**config.mk**
```make
export PLATFORM = sky130hd
export DESIGN_NAME = ucore_out_fifo
export DESIGN_NICKNAME = d
export VERILOG_FILES = /design/src/rtl/ucore_pkg.sv /design/src/rtl/ucore_fifo_mem.sv /design/src/rtl/ucore_out_fifo.sv
export SDC_FILE = /design/constraint.sdc
export NUM_CORES = 1
export LEC_CHECK = 0
export CORE_UTILIZATION = 30
export CTS_BUF_LIST = sky130_fd_sc_hd__clkbuf_4
export DETAILED_ROUTE_END_ITERATION = 8
export GPL_TIMING_DRIVEN = 1
export PLACE_DENSITY_LB_ADDON = 0.12
export SYNTH_ARGS = -nofsm -noshare
export SYNTH_HDL_FRONTEND = slang
export SYNTH_SLANG_ARGS = --single-unit
```
**constraint.sdc**
```tcl
create_clock -name clk -period 2.65 [get_ports clk]
set_clock_uncertainty 0.1 [all_clocks]
set_input_delay 0.6625 -clock clk [delete_from_list [all_inputs] [get_ports clk]]
set_output_delay 0.6625 -clock clk [all_outputs]
set_load 0.01 [all_outputs]
```
**src/rtl/ucore_pkg.sv**
```systemverilog
// ucore_pkg: shared constants for the ucore slice.
//   UCORE_DATA_W    - width of one ucore result word
//   UCORE_OUT_DEPTH - default entry count of the ucore output buffer
package ucore_pkg;

  localparam int unsigned UCORE_DATA_W    = 32;
  localparam int unsigned UCORE_OUT_DEPTH = 4;

endpackage : ucore_pkg

```
**src/rtl/ucore_fifo_mem.sv**
```systemverilog
// ucore_fifo_mem: DEPTH x DATA_W register array for the ucore output buffer.
// Contents are not reset; only the surrounding pointers are.
// Ports:
//   clk   - clock, writes take effect on the rising edge
//   we    - write enable
//   waddr - write address
//   wdata - write data
//   raddr - asynchronous read address
//   rdata - asynchronous read data (mem[raddr])
module ucore_fifo_mem #(
  parameter  int unsigned DATA_W = 32,
  parameter  int unsigned DEPTH  = 4,
  localparam int unsigned ADDR_W = $clog2(DEPTH)
) (
  input  logic              clk,
  input  logic              we,
  input  logic [ADDR_W-1:0] waddr,
  input  logic [DATA_W-1:0] wdata,
  input  logic [ADDR_W-1:0] raddr,
  output logic [DATA_W-1:0] rdata
);

  logic [DATA_W-1:0] mem [DEPTH];

  always_ff @(posedge clk) begin
    if (we) begin
      mem[waddr] <= wdata;
    end
  end

  assign rdata = mem[raddr];

endmodule : ucore_fifo_mem

```
**src/rtl/ucore_out_fifo.sv**
```systemverilog
// ucore_out_fifo: first-word-fall-through output buffer behind ucore_main.
// Accepts result words on the core valid/enable handshake and presents them
// to the sink over ready/valid. The core stalls only while the buffer is full.
// Ports:
//   clk         - single clock, rising edge
//   aresetn     - synchronous active-low reset (pointers and count only)
//   core_valid  - ucore_main offers core_data
//   core_data   - result word from ucore_main
//   core_enable - buffer not full; drives the enable input of ucore_main
//   out_valid   - head word present on out_data
//   out_data    - head word, 0 while empty
//   out_ready   - sink takes the head word this cycle
// Optional (macro UCORE_OUT_FIFO_LEVEL_EN):
//   level         - registered occupancy
//   overflow_seen - sticky flag, core offered a word while not enabled
module ucore_out_fifo
  import ucore_pkg::*;
#(
  parameter  int unsigned DATA_W = UCORE_DATA_W,
  parameter  int unsigned DEPTH  = UCORE_OUT_DEPTH,
  localparam int unsigned ADDR_W = $clog2(DEPTH)
) (
  input  logic              clk,
  input  logic              aresetn,
  input  logic              core_valid,
  input  logic [DATA_W-1:0] core_data,
  output logic              core_enable,
  output logic              out_valid,
  output logic [DATA_W-1:0] out_data,
  input  logic              out_ready
`ifdef UCORE_OUT_FIFO_LEVEL_EN
  ,
  output logic [ADDR_W:0]   level,
  output logic              overflow_seen
`endif
);

  localparam logic [ADDR_W:0] FULL_CNT = (ADDR_W+1)'(DEPTH);

  logic [ADDR_W-1:0] wr_ptr;
  logic [ADDR_W-1:0] rd_ptr;
  logic [ADDR_W:0]   count;
  logic              push;
  logic              pop;
  logic [DATA_W-1:0] rdata;

  // Both flags decode the registered count only, so out_ready never
  // reaches core_enable combinationally: a pop at full frees space one
  // cycle later.
  assign core_enable = (count != FULL_CNT);
  assign out_valid   = (count != '0);

  assign push = core_valid && core_enable;
  assign pop  = out_valid && out_ready;

  always_ff @(posedge clk) begin
    if (!aresetn) begin
      wr_ptr <= '0;
      rd_ptr <= '0;
      count  <= '0;
    end else begin
      // DEPTH is a power of two, so natural pointer overflow is the wrap.
      if (push) begin
        wr_ptr <= wr_ptr + ADDR_W'(1);
      end
      if (pop) begin
        rd_ptr <= rd_ptr + ADDR_W'(1);
      end
      case ({push, pop})
        2'b10:   count <= count + (ADDR_W+1)'(1);
        2'b01:   count <= count - (ADDR_W+1)'(1);
        default: count <= count;
      endcase
    end
  end

  ucore_fifo_mem #(
    .DATA_W (DATA_W),
    .DEPTH  (DEPTH)
  ) u_mem (
    .clk   (clk),
    .we    (push),
    .waddr (wr_ptr),
    .wdata (core_data),
    .raddr (rd_ptr),
    .rdata (rdata)
  );

  // Storage is not reset, so the head is masked while empty.
  assign out_data = out_valid ? rdata : '0;

`ifdef UCORE_OUT_FIFO_LEVEL_EN
  assign level = count;

  always_ff @(posedge clk) begin
    if (!aresetn) begin
      overflow_seen <= 1'b0;
    end else if (core_valid && !core_enable) begin
      overflow_seen <= 1'b1;
    end
  end
`endif

endmodule : ucore_out_fifo

```
==> summary.txt <==
Outcome - finished with violations
Failing checks - setup timing
Clock latency on the worst-skew pair - 0.52 ns
Final count of negative-setup-slack endpoints - 22
Clock power frac - 17.7%
Path class of the lowest-slack min-delay path - flop to flop
Internal power component - 5050 uW
Fin cells - 605
I/O Pins - 70
Cell area after layout - 7160 sq um
Synthesized Nets - 299
Synth-to-Final Area Change - 33.0%
Share of total power in sequential cells - 37.5%
Port-buffer cells - 69
Number of levels in the clock H-tree - 4
# placed instances - 558
Number of antenna violations at the first check in global routing - 0
HPWL after detailed placement - 6220 um
Mean area per synthesized cell - 21.0 sq um
Setup crit end kind - output pin
Global-route congestion overflow total - 0
Routed length per instance - 18.5 um
Post-route ant nets - 0
Starting density of the core - 30.9%
Longest Clk Path Bufs - 2
Die extent in y - 136 um
Instance area after placement - 6510 sq um
Number of distinct library cells after synthesis - 25
Worst VDD drop - 0.000386 V
DRC errors left - 0
Final weighted congestion in routability-driven placement - 0.705
Crit path launch type - flop
Setup repair after global routing missed its margin - true
Post-detailed-route via-to-cell ratio - 4.40
Fraction of power consumed by combinational cells - 44.8%
Relative slew slack - 77.1%
Total wirelength of the detailed-routed design - 11200 um
Number of pins with negative max-slew slack in the final report - 0
Number of warnings printed during yosys synthesis - 0
Total number of clock tree sinks - 137
Fraction of power spent switching nets - 30.5%
Switching Power - 2210 uW
Root cell of the clock tree - clkbuf_4
Area of the core - 17400 sq um
Number of diodes added for antenna fixing - 0
All-Layer GR Usage - 13.1%
Required time of the critical path - 1.89 ns
Worst Path Class, Setup - flop to output pin
Post-layout power - 7270 uW
Synthesized instance count - 257
Number of nets in the layout - 410
Number of failing hold endpoints at the final stage - 0
Arrival time at the worst endpoint - 1.96 ns
DIE AREA - 18500 sq um
Via count of the first global-routing pass - 2906
Power density over the cells - 1010 nW/um^2
DR vias - 2663
Min Clock Period, post-route - 2.72 ns
Maximum number of pins on one net before global-route repair - 26
Max Freq - 368 MHz
Fraction of the yosys area taken by sequential cells - 74.7%
Pre-antenna DRT Iters - 6
Leakage power summed over all cells - 0.00246 uW
Largest fanout on the critical path - 7
Worst Slack Setup Final - -0.0699 ns
Floorplan die width - 136 um
Count of routing violations after the opening detailed-route iteration - 169
TritonCTS Buffers - 17
Clock-pin slew on the worst setup and hold paths - 0.11 ns
Maximum Capacitance Violations - 0
Wire length of the first global-routing pass - 16700 um
FF+latch count, synth - 137
CTS tree - built
Transition time at the pin with the least slew margin - 0.343 ns
Fraction of layout instances using a drive strength above 1 - 42.1%
Share of the cycle needed by the critical path after routing - 103%
Placement Rows - 48
Combined area of all synthesized cells - 5390 sq um
-- through the flow --
stage | setup slack (ns) | utilization [%] | hold WS [ns] | TNS (ns)
3_5_place_dp | -0.0471 | 37.4 | 0.384 | -0.0471
5_1_grt | -0.193 | 41.1 | 0.431 | -4.32
4_1_cts | -0.190 | 39.6 | 0.401 | -3.44
6_report | -0.0699 | 41.1 | 0.396 | -1.10
3_3_place_gp | -0.0112 | 37.4 | 0.360 | -0.0112
2_1_floorplan | 0.393 | - | 0.356 | 0
-- layout make-up --
cell class / instances / area [sq um]
Clock inverter: 11 / 105
Timing Repair Buffer: 103 / 1180
Sequential cell: 137 / 4040
Fill cell: 1589 / 10300
Inverter: 7 / 26.3
Clock buffer: 20 / 150
Tap cell: 225 / 282
Multi-Input combinational cell: 102 / 1390
-- metal layers --
metal	GRT usage [%]	routed length (um)	up-vias
met2	21.5	5640	61
met4	4.26	113	0
met1	16.1	4900	1353
met5	0	0	-
li1	-	-	1238
met3	4.62	511	11
-- power by group through the flow --
stage	combinational [uW]	clock [uW]	sequential, uW
global placement	2430	0	2750
detailed placement	2420	0	2760
CTS	2780	1340	2710
floorplan	1320	0	2720
global route	3500	1430	2740
finish	3250	1290	2720
-- kinds of logic after synthesis --
group	after synthesis	share of synthesized area, %
compound gates	8	0.952
flops	137	74.7
fa+ha+maj	6	1.53
simple gates	52	6.32
mux	34	13.8
buf+inv	18	2.39
xor+xnor	2	0.325
-- path summary, 6_finish.rpt --
check | cells after the start | to | slack, ns | from
min | 2 | rd_ptr[0] | 0.40 | rd_ptr[0]
max | 5 | out_data[15] | -0.07 | flop
max reg2reg | 10 | count[2] | 0.29 | count[0]
min reg2reg | 2 | rd_ptr[0] | 0.40 | rd_ptr[0]
-- cell usage in the layout (no fill, tap or decap), drive strengths merged, types with 2 or more instances in the layout --
| cell | Yosys | routed |
|---|---|---|
| bufinv | 0 | 2 |
| o21ai | 5 | 5 |
| a21boi | 3 | 3 |
| nor2b | 33 | 33 |
| buf | 8 | 65 |
| inv | 7 | 8 |
| clkinv | 0 | 8 |
| and2 | 6 | 6 |
| clkdlybuf4s50 | 0 | 37 |
| nand2 | 8 | 8 |
| edfxtp | 128 | 128 |
| clkbuf | 3 | 21 |
| mux2i | 2 | 2 |
| ha | 5 | 5 |
| mux4 | 32 | 32 |
| or3 | 2 | 2 |
| dfxtp | 9 | 9 |
-- sequential cells by signal, indices dropped and copies added, names as in the netlist, named ones only --
name,flops
wr_ptr,2
rd_ptr,2
count,3
u_mem.mem,128
-- timing repair --
action	in CTS	in global routing
hold buffers	0	0
resized for setup	135	62
gates cloned	4	1
buffers inserted	8	5
pin swaps	1	1
setup endpoints to repair	33	34
-- synth_stat cells --
cell type    n  area, sq um
or3_1        2         12.5
nand4bb_1    1         11.3
a21boi_2     1         11.3
xor2_1       1         8.76
nor2b_1     30          188
and2_1       6         37.5
nand2_1      8         30.0
o21ai_1      2         10.0
dfxtp_1      9          180
nor3_4       1         16.3
ha_1         5         62.6
clkbuf_1     3         11.3
nor2_1       1         3.75
buf_12       3         60.1
inv_1        7         26.3
buf_2        4         20.0
edfxtp_1   128         3840
xnor2_1      1         8.76
mux2i_1      2         20.0
o21ai_0      3         15.0
nor2b_4      3         41.3
fa_1         1         20.0
a21boi_1     2         15.0
buf_6        1         11.3
mux4_2      32          721
-- critical path, stage by stage (launching register included) --
cell,delay [ns]
dfxtp_4,0.42
buf_12,0.14
buf_12,0.13
mux4_2,0.50
nor2b_4,0.14
buf_6,0.12
No activity file was read; power rests on OpenSTA's default activity.
